## src/rtl/uart_pkg.sv

```systemverilog
// Shared UART definitions: FSM state encoding, frame constants and parity helper.
package uart_pkg;

    typedef enum logic [2:0] {
        S_IDLE,
        S_START,
        S_DATA,
        S_PARITY,
        S_STOP
    } uart_state_e;

    localparam int   DATA_BITS   = 8;
    localparam logic PARITY_EVEN = 1'b0;
    localparam logic PARITY_ODD  = 1'b1;

    // Even mode yields XOR of the data; odd mode yields its inverse.
    function automatic logic parity_bit(input logic [DATA_BITS-1:0] data, input logic mode);
        return (^data) ^ mode;
    endfunction

endpackage

```

## src/rtl/sync_2ff.sv

```systemverilog
// Two-flop synchronizer for an asynchronous single-bit input; reset value selectable.
module sync_2ff #(
    parameter logic RST_VAL = 1'b0
) (
    input  logic clk,
    input  logic rst,
    input  logic d_i,
    output logic q_o
);

    logic meta_q;
    logic sync_q;

    always_ff @(posedge clk or posedge rst) begin
        if (rst) begin
            meta_q <= RST_VAL;
            sync_q <= RST_VAL;
        end else begin
            meta_q <= d_i;
            sync_q <= meta_q;
        end
    end

    assign q_o = sync_q;

endmodule

```

## src/rtl/uart_rx.sv

```systemverilog
// UART receiver: 8 data bits LSB first, one parity bit, one stop bit; mid-bit sampling
// from a synchronized line, byte delivered as a one-cycle pulse with error flags.
module uart_rx
    import uart_pkg::*;
#(
    parameter int CLK_FREQ   = 24000000,
    parameter int BAUD_RATE  = 8000000,
    parameter int BIT_PERIOD = CLK_FREQ / BAUD_RATE + 1,
    parameter int PARITY     = 0
) (
    input  logic       clk,
    input  logic       rst,
    input  logic       rx,
    output logic [7:0] rx_data,
    output logic       rx_valid,
    output logic       parity_err,
    output logic       frame_err,
    output logic       rx_busy
);

    localparam int   HALF     = BIT_PERIOD / 2;
    localparam int   CW       = $clog2(BIT_PERIOD);
    localparam logic PAR_MODE = (PARITY != 0) ? PARITY_ODD : PARITY_EVEN;

    localparam logic [CW-1:0] CNT_LAST = CW'(BIT_PERIOD - 1);
    localparam logic [CW-1:0] CNT_HALF = CW'(HALF - 1);
    localparam logic [2:0]    IDX_LAST = 3'(DATA_BITS - 1);

    logic rxs;
    logic fall;

    uart_state_e          state_q, state_d;
    logic [CW-1:0]        clk_count_q, clk_count_d;
    logic [2:0]           bit_index_q, bit_index_d;
    logic [DATA_BITS-1:0] shift_q, shift_d;
    logic                 rx_par_q, rx_par_d;
    logic                 stop_q, stop_d;
    logic                 done_q, done_d;
    logic                 rxs_prev_q;
    logic [7:0]           rx_data_q;
    logic                 rx_valid_q, parity_err_q, frame_err_q;

    // Preset high so reset release never looks like a start edge.
    sync_2ff #(.RST_VAL(1'b1)) u_sync (
        .clk (clk),
        .rst (rst),
        .d_i (rx),
        .q_o (rxs)
    );

    assign fall = rxs_prev_q & ~rxs;

    always_ff @(posedge clk or posedge rst) begin
        if (rst) begin
            state_q     <= S_IDLE;
            clk_count_q <= '0;
            bit_index_q <= '0;
            shift_q     <= '0;
            rx_par_q    <= 1'b0;
            stop_q      <= 1'b1;
            done_q      <= 1'b0;
            rxs_prev_q  <= 1'b1;
        end else begin
            state_q     <= state_d;
            clk_count_q <= clk_count_d;
            bit_index_q <= bit_index_d;
            shift_q     <= shift_d;
            rx_par_q    <= rx_par_d;
            stop_q      <= stop_d;
            done_q      <= done_d;
            rxs_prev_q  <= rxs;
        end
    end

    always_comb begin
        state_d     = state_q;
        clk_count_d = clk_count_q + 1'b1;
        bit_index_d = bit_index_q;
        shift_d     = shift_q;
        rx_par_d    = rx_par_q;
        stop_d      = stop_q;
        done_d      = 1'b0;
        case (state_q)
            S_IDLE: begin
                clk_count_d = '0;
                if (fall) state_d = S_START;
            end
            S_START: begin
                if (clk_count_q == CNT_HALF) begin
                    clk_count_d = '0;
                    bit_index_d = '0;
                    state_d     = rxs ? S_IDLE : S_DATA;
                end
            end
            S_DATA: begin
                if (clk_count_q == CNT_LAST) begin
                    clk_count_d          = '0;
                    shift_d[bit_index_q] = rxs;
                    if (bit_index_q == IDX_LAST) state_d = S_PARITY;
                    else                         bit_index_d = bit_index_q + 1'b1;
                end
            end
            S_PARITY: begin
                if (clk_count_q == CNT_LAST) begin
                    clk_count_d = '0;
                    rx_par_d    = rxs;
                    state_d     = S_STOP;
                end
            end
            S_STOP: begin
                // Leave at mid-stop so a back-to-back start edge is not missed.
                if (clk_count_q == CNT_LAST) begin
                    clk_count_d = '0;
                    stop_d      = rxs;
                    done_d      = 1'b1;
                    state_d     = S_IDLE;
                end
            end
            default: begin
                clk_count_d = '0;
                state_d     = S_IDLE;
            end
        endcase
    end

    // Flags live only alongside the valid pulse; errored bytes are still delivered.
    always_ff @(posedge clk or posedge rst) begin
        if (rst) begin
            rx_data_q    <= '0;
            rx_valid_q   <= 1'b0;
            parity_err_q <= 1'b0;
            frame_err_q  <= 1'b0;
        end else begin
            rx_valid_q <= done_q;
            if (done_q) begin
                rx_data_q    <= shift_q;
                parity_err_q <= rx_par_q != parity_bit(shift_q, PAR_MODE);
                frame_err_q  <= ~stop_q;
            end else begin
                parity_err_q <= 1'b0;
                frame_err_q  <= 1'b0;
            end
        end
    end

    assign rx_data    = rx_data_q;
    assign rx_valid   = rx_valid_q;
    assign parity_err = parity_err_q;
    assign frame_err  = frame_err_q;
    assign rx_busy    = (state_q != S_IDLE);

endmodule

```

## config.mk

```make
export PLATFORM = sky130hd
export DESIGN_NAME = uart_rx
export DESIGN_NICKNAME = d
export VERILOG_FILES = /design/src/rtl/uart_pkg.sv /design/src/rtl/sync_2ff.sv /design/src/rtl/uart_rx.sv
export SDC_FILE = /design/constraint.sdc
export NUM_CORES = 1
export LEC_CHECK = 0
export CORE_UTILIZATION = 40
export CTS_CLUSTER_SIZE = 8
export DETAILED_ROUTE_END_ITERATION = 8
export GPL_TIMING_DRIVEN = 1
export PLACE_DENSITY_LB_ADDON = 0.12
export SETUP_SLACK_MARGIN = 0.4
export SLEW_MARGIN = 10
export SYNTH_ARGS = -nofsm -noshare
export SYNTH_HDL_FRONTEND = slang
export SYNTH_SLANG_ARGS = --single-unit
```

## constraint.sdc

```tcl
create_clock -name clk -period 5 [get_ports clk]
set_input_delay 0.75 -clock clk [delete_from_list [all_inputs] [get_ports clk]]
set_output_delay 0.75 -clock clk [all_outputs]
set_load 0.005 [all_outputs]
```

Word level (Yosys, flattened, before mapping)
Cells that the tools add are included.
W data, S select, Z words.
{"block": "word_totals", "ff_bits": 33, "input_bits": 3, "wordCells": 69}
{"block": "classes", "n_addsub": 2, "n_lt_le_gt_ge": 2, "eq_ne": 15, "n_mux": 22, "n_bitwise": 3, "reduce_logical": 11}
{"cell": "$mux W3", "count": 9}
{"cell": "$pmux W3 S5", "count": 1}
{"cell": "$ne A2 B2 Y1 const B", "count": 7}
{"cell": "$bwmux W8", "count": 1}
{"cell": "$reduce_xor A8 Y1", "count": 1}
{"cell": "$eq A3 B2 Y1 const B", "count": 2}
{"cell": "$eq A3 B3 Y1 const B", "count": 2}
{"cell": "$mux W2", "count": 3}
{"cell": "$pmux W3 S2", "count": 1}
{"cell": "$reduce_and A2 Y1", "count": 3}
{"cell": "$reduce_and A6 Y1", "count": 1}
{"cell": "$mux W1", "count": 5}
{"cell": "$lt A3 B4 Y1 const B", "count": 1}
{"cell": "$pmux W2 S2", "count": 1}
{"cell": "$reduce_and A4 Y1", "count": 1}
{"cell": "$add A3 B1 Y3 const B", "count": 1}
{"cell": "$demux W1 S3", "count": 1}
{"cell": "$eq A3 B1 Y1 const B", "count": 1}
{"cell": "$ge A3 B1 Y1 const B", "count": 1}
{"cell": "$logic_not A3 Y1", "count": 1}
{"cell": "$reduce_bool A3 Y1", "count": 1}
{"cell": "$reduce_or A3 Y1", "count": 1}
{"cell": "$add A2 B1 Y2 const B", "count": 1}
{"cell": "$eq A2 B1 Y1 const B", "count": 1}
{"cell": "other kinds (6)", "count": 7}

Longest topological paths before layout
{"block": "depth", "depth_word": 5, "mapped_depth": 5, "ltp_nobuf": 5}

Hierarchy
From an unflattened synthesis, not the netlist that was laid out.
{"block": "hier_totals", "hier_cells": 124, "area_unflattened_um2": 1591.5}
{"mod": "uart_rx", "n_inst": 1, "cells_each": 121, "area_per_inst_um2": 1535.2, "seq_area_each_um2": 778.2}
{"mod": "sync_2ff", "n_inst": 1, "cells_each": 3, "area_per_inst_um2": 56.3, "seq_area_each_um2": 52.6}

Worst setup path after synthesis
Ideal clock, no wire load.
{"block": "synth_path", "kind": "register -> register", "from": "register bit_index_q[0]", "to": "register bit_index_q[0]", "setup_time_ns": 0.125, "arrival_ns": 1.497, "slack_ns": 3.379, "path_stages_with_launch": 6, "path_buffers": 0, "path_cell_list": "dfrtp_1 -> ha_1 -> ha_1 -> nand4bb_1 -> a21oi_1 -> mux2_2"}
{"block": "synth_via", "elab_chain_cells": 4, "word_cells_on_any_way": 7, "classes_between": "add/sub: 1; eq/ne: 2; mux: 3; reduce/logical: 1"}
{"item": "start: declaration", "line_no": "uart_rx.sv:34", "source": "logic [2:0] bit_index_q, bit_index_d;"}
{"item": "start signal: assignment", "line_no": "uart_rx.sv:66", "source": "bit_index_q <= bit_index_d;"}
{"item": "$add A3 B1 Y3", "line_no": "uart_rx.sv:100", "source": "else bit_index_d = bit_index_q + 1'b1;"}
{"item": "$mux W3", "line_no": "uart_rx.sv:99", "source": "if (bit_index_q == IDX_LAST) state_d = S_PARITY;"}
{"item": "$mux W3", "line_no": "uart_rx.sv:96", "source": "if (clk_count_q == CNT_LAST) begin"}
{"item": "$pmux W3 S2", "line_no": "uart_rx.sv:83", "source": "case (state_q)"}
Several ways; a longest one is shown, not always the timed one. The select of a mux whose other input is x is not followed.
A chain may end at the register's enable or synchronous reset.

Worst setup path in the final report
{"block": "layout_path", "from": "register state_q[1]", "to": "output rx_busy"}
{"block": "layout_via", "elab_chain_cells": 1}
{"item": "start: declaration", "line_no": "uart_rx.sv:32", "source": "uart_state_e state_q, state_d;"}
{"item": "start signal: assignment", "line_no": "uart_rx.sv:64", "source": "state_q <= state_d;"}
{"item": "$reduce_bool A3 Y1", "line_no": "uart_rx.sv:150", "source": "assign rx_busy = (state_q != S_IDLE);"}
{"item": "end: declaration", "line_no": "uart_rx.sv:18", "source": "output logic rx_busy"}
No other way between the ends.

==> reports/qor.yml <==
ctsHoldBuffers: 0
path_depth: 3
core_um2: 3740
crit_path_max_fanout: 16
critPathBufInv: 2
hold_ws_ns: 0.356
core.rowCount: 22
cp-startpoint: "state_q[1]"
cts_buffers: 5
seq_area_um2: 831
dpl.hpwl_um: 1690
internal_power_w: 0.000521
ir_drop_mv: 0.289
combPwrFrac_pct: 23.1
grtUsageMet3_pct: 4.75
worstPathArrival_ns: 1.58
antenna_cells_inserted: 0
crit_path_end: "rx_busy"
synth_ff_type: "dfrtp_1"
period_needed_ns: 2.33
critPathSlowestCell: "dfrtp_1"
yosys.cell_count.top_type: "dfrtp_1"
dpl_cell_area_um2: 1760
grt.busiest_layer: "met2"
cp_cell_sequence: "inv_2 -> nand2_1 -> clkdlybuf4s50_1"
clk_pin_slew_ns: 0.06
routed_wirelength_um: 2510
place_inst: 178
h-tree-depth: 2
worstSetupStartpointType: "register"
r2r-start: "bit_index_q[0]"
end_kind: "primary output"
die_w_um: 65.0
ys_types: 42
cts_sinks: 33
p_sw_share_pct: 30.7
timing.rr.end: "bit_index_q[0]"
worstSetupPathType: "register to primary output"
synth_async_sr_flop_share_pct: 100
synthesis.area_um2: 1590
gp_congestion: 0.735
initial_core_util_pct: 42.4
finalInstanceArea_um2: 1850
vias: 945
cts_tree: "yes"
synth_commonest_cells: "dfrtp_1, mux2_2, ha_1"
synth-seq-cells: 33
drt_iter0_drc: 55
clockBufferDepth: 2
dieArea_um2: 4230
fin_crit_sh_pct: 46.6
synth_largest_area_cell: "dfrtp_1"
vias_per_cell: 5.08
cts_resized: 0
antenna_found_initial: 0
grt_pass1_vias: 960
syn_nets: 132
areaGrowthSynthToFinish_pct: 16.5
fillCellCount: 372
r2r_slack_ns: 3.08
grtUsageTotal_pct: 15.3
cts_setup_buffers: 0
hold_viol: 0
reg2regPathDepth: 5
layout.nets: 146
clk_latency_ns: 0.29
fmax_ghz: 0.430
ys_warn_count: 0
setup_viol: 0
clockRootBuffer: "clkbuf_8"
use_met1_pct: 20.4
outcome: "completed"
powerDensity_nw_per_um2: 406
finClkSkew_ns: 0.00671
p_seq_share_pct: 49.4
dr.pass1.iters: 4
antenna_left: 0
wl_per_cell_um: 13.5
slew_headroom_pct: 69.6
multi_input_area_um2: 702
io_pins: 15
drv_cap: 0
fin_ws_ns: 2.67
die_h_um: 65.0
tightest_slew_ns: 0.455
yosysSeqAreaShare_pct: 52.3
drive_gt1_share_pct: 26.1
grt-ovfl-total: 0
tns_ns: 0
fin_cells: 186
avgSynthCellArea_um2: 12.9
hold_path.class: "register to register"
rsz0062_at_grt: "false"
drc_errors: 0
synth_top_area_share_pct: 45.7
path_delay_family: "flip-flops"
place_ws_ns: 2.99
use_met2_pct: 21.0
slew_viol_final: 0
leakage_nw: 0.853
worst_ep_required_time_ns: 4.25
grt_max_degree: 34
switchingPower_w: 0.000231
cpPeakStageDelay_ns: 0.62
io_buffers: 14
synth_edf_count: 0
grt_pass1_wl_um: 4640
synth_area_leaders: "dfrtp_1, mux2_2, dfstp_2"
syn_inst: 123
p_clk_share_pct: 27.5
## how the worst min path moves through the flow
stage	endpoint	slack, ns	cells past startpoint	from
final	u_sync.q_o	0.36	0	u_sync.meta_q
after global routing	u_sync.q_o	0.36	0	u_sync.meta_q
after CTS	u_sync.q_o	0.36	0	u_sync.meta_q
after detailed placement	u_sync.q_o	0.35	0	u_sync.meta_q
after global placement	u_sync.q_o	0.35	0	u_sync.meta_q
after floorplan	u_sync.q_o	0.35	0	u_sync.meta_q
## power groups by stage
stage	clock network (W)	logic, W	registers, W
2_1_floorplan	0	0.000183	0.000332
3_3_place_gp	0	0.000176	0.000373
3_5_place_dp	0	0.000176	0.000375
4_1_cts	0.000214	0.000177	0.000371
5_1_grt	0.000224	0.000197	0.000383
6_report	0.000207	0.000174	0.000371
## layout by cell type, fill, tap and decap left out, types with 2 or more instances in the layout
| cell type | instances |
|---|---|
| dfrtp_1 | 29 |
| mux2_2 | 19 |
| clkdlybuf4s50_1 | 14 |
| ha_1 | 6 |
| clkbuf_8 | 6 |
| nor2_1 | 5 |
| nand2_1 | 5 |
| inv_1 | 4 |
| dfstp_2 | 4 |
| nor3b_1 | 3 |
| and3_1 | 2 |
| a21oi_1 | 2 |
| nor4_1 | 2 |
| nor2b_1 | 2 |
| xnor3_1 | 2 |
| xnor2_1 | 2 |
| nor4b_2 | 2 |
| nand4b_1 | 2 |
| mux2_1 | 2 |
| clkbuf_1 | 2 |
## layout make-up
type	count	share of cell area, %
clock buffers	8	4.87
inverters	5	1.01
multi-input cells	77	38.0
flip-flops and latches	33	44.9
well taps	48	3.25
repair buffers	15	7.98
## state kept, by name, summed over array words and instances (netlist names)
signal and flops:
parity_err 1, u_sync.q_o 1, clk_count_q 2, rxs_prev_q 1, done_q 1, frame_err 1
rx_par_q 1, state_q 3, bit_index_q 3, shift_q 8, u_sync.meta_q 1, rx_data 8
rx_valid 1, stop_q 1
## worst register-to-register path: stages (launching register included)
cell and delay, ns:
dfrtp_1 0.50, ha_1 0.25, ha_1 0.19, nand4bb_1 0.18, a21oi_1 0.31, mux2_2 0.38
## metrics by stage
| stage | total power (W) | utilization [%] |
|---|---|---|
| 6_report | 0.000752 | 49.4 |
| 4_1_cts | 0.000762 | 49.4 |
| 3_3_place_gp | 0.000549 | 47.0 |
| 3_5_place_dp | 0.000551 | 47.0 |
| 2_1_floorplan | 0.000514 | - |
| 5_1_grt | 0.000804 | 49.4 |
## cell families (layout without fill, tap and decap cells)
kind of cell    after synthesis  in the layout  synth area share, %
compound gates                9              9                 3.78
xor+xnor                      5              5                 4.49
fa+ha+maj                     6              6                 4.73
buf+inv                      13             28                 3.47
flops                        33             33                 52.3
mux                          23             23                 16.5
simple gates                 34             34                 14.7
## layer usage
metal	wire [µm]	up-vias
met5	0	-
met1	1240	458
li1	-	461
met3	88	8
met4	71	0
met2	1110	18
Power figures use the tool's default switching activity.
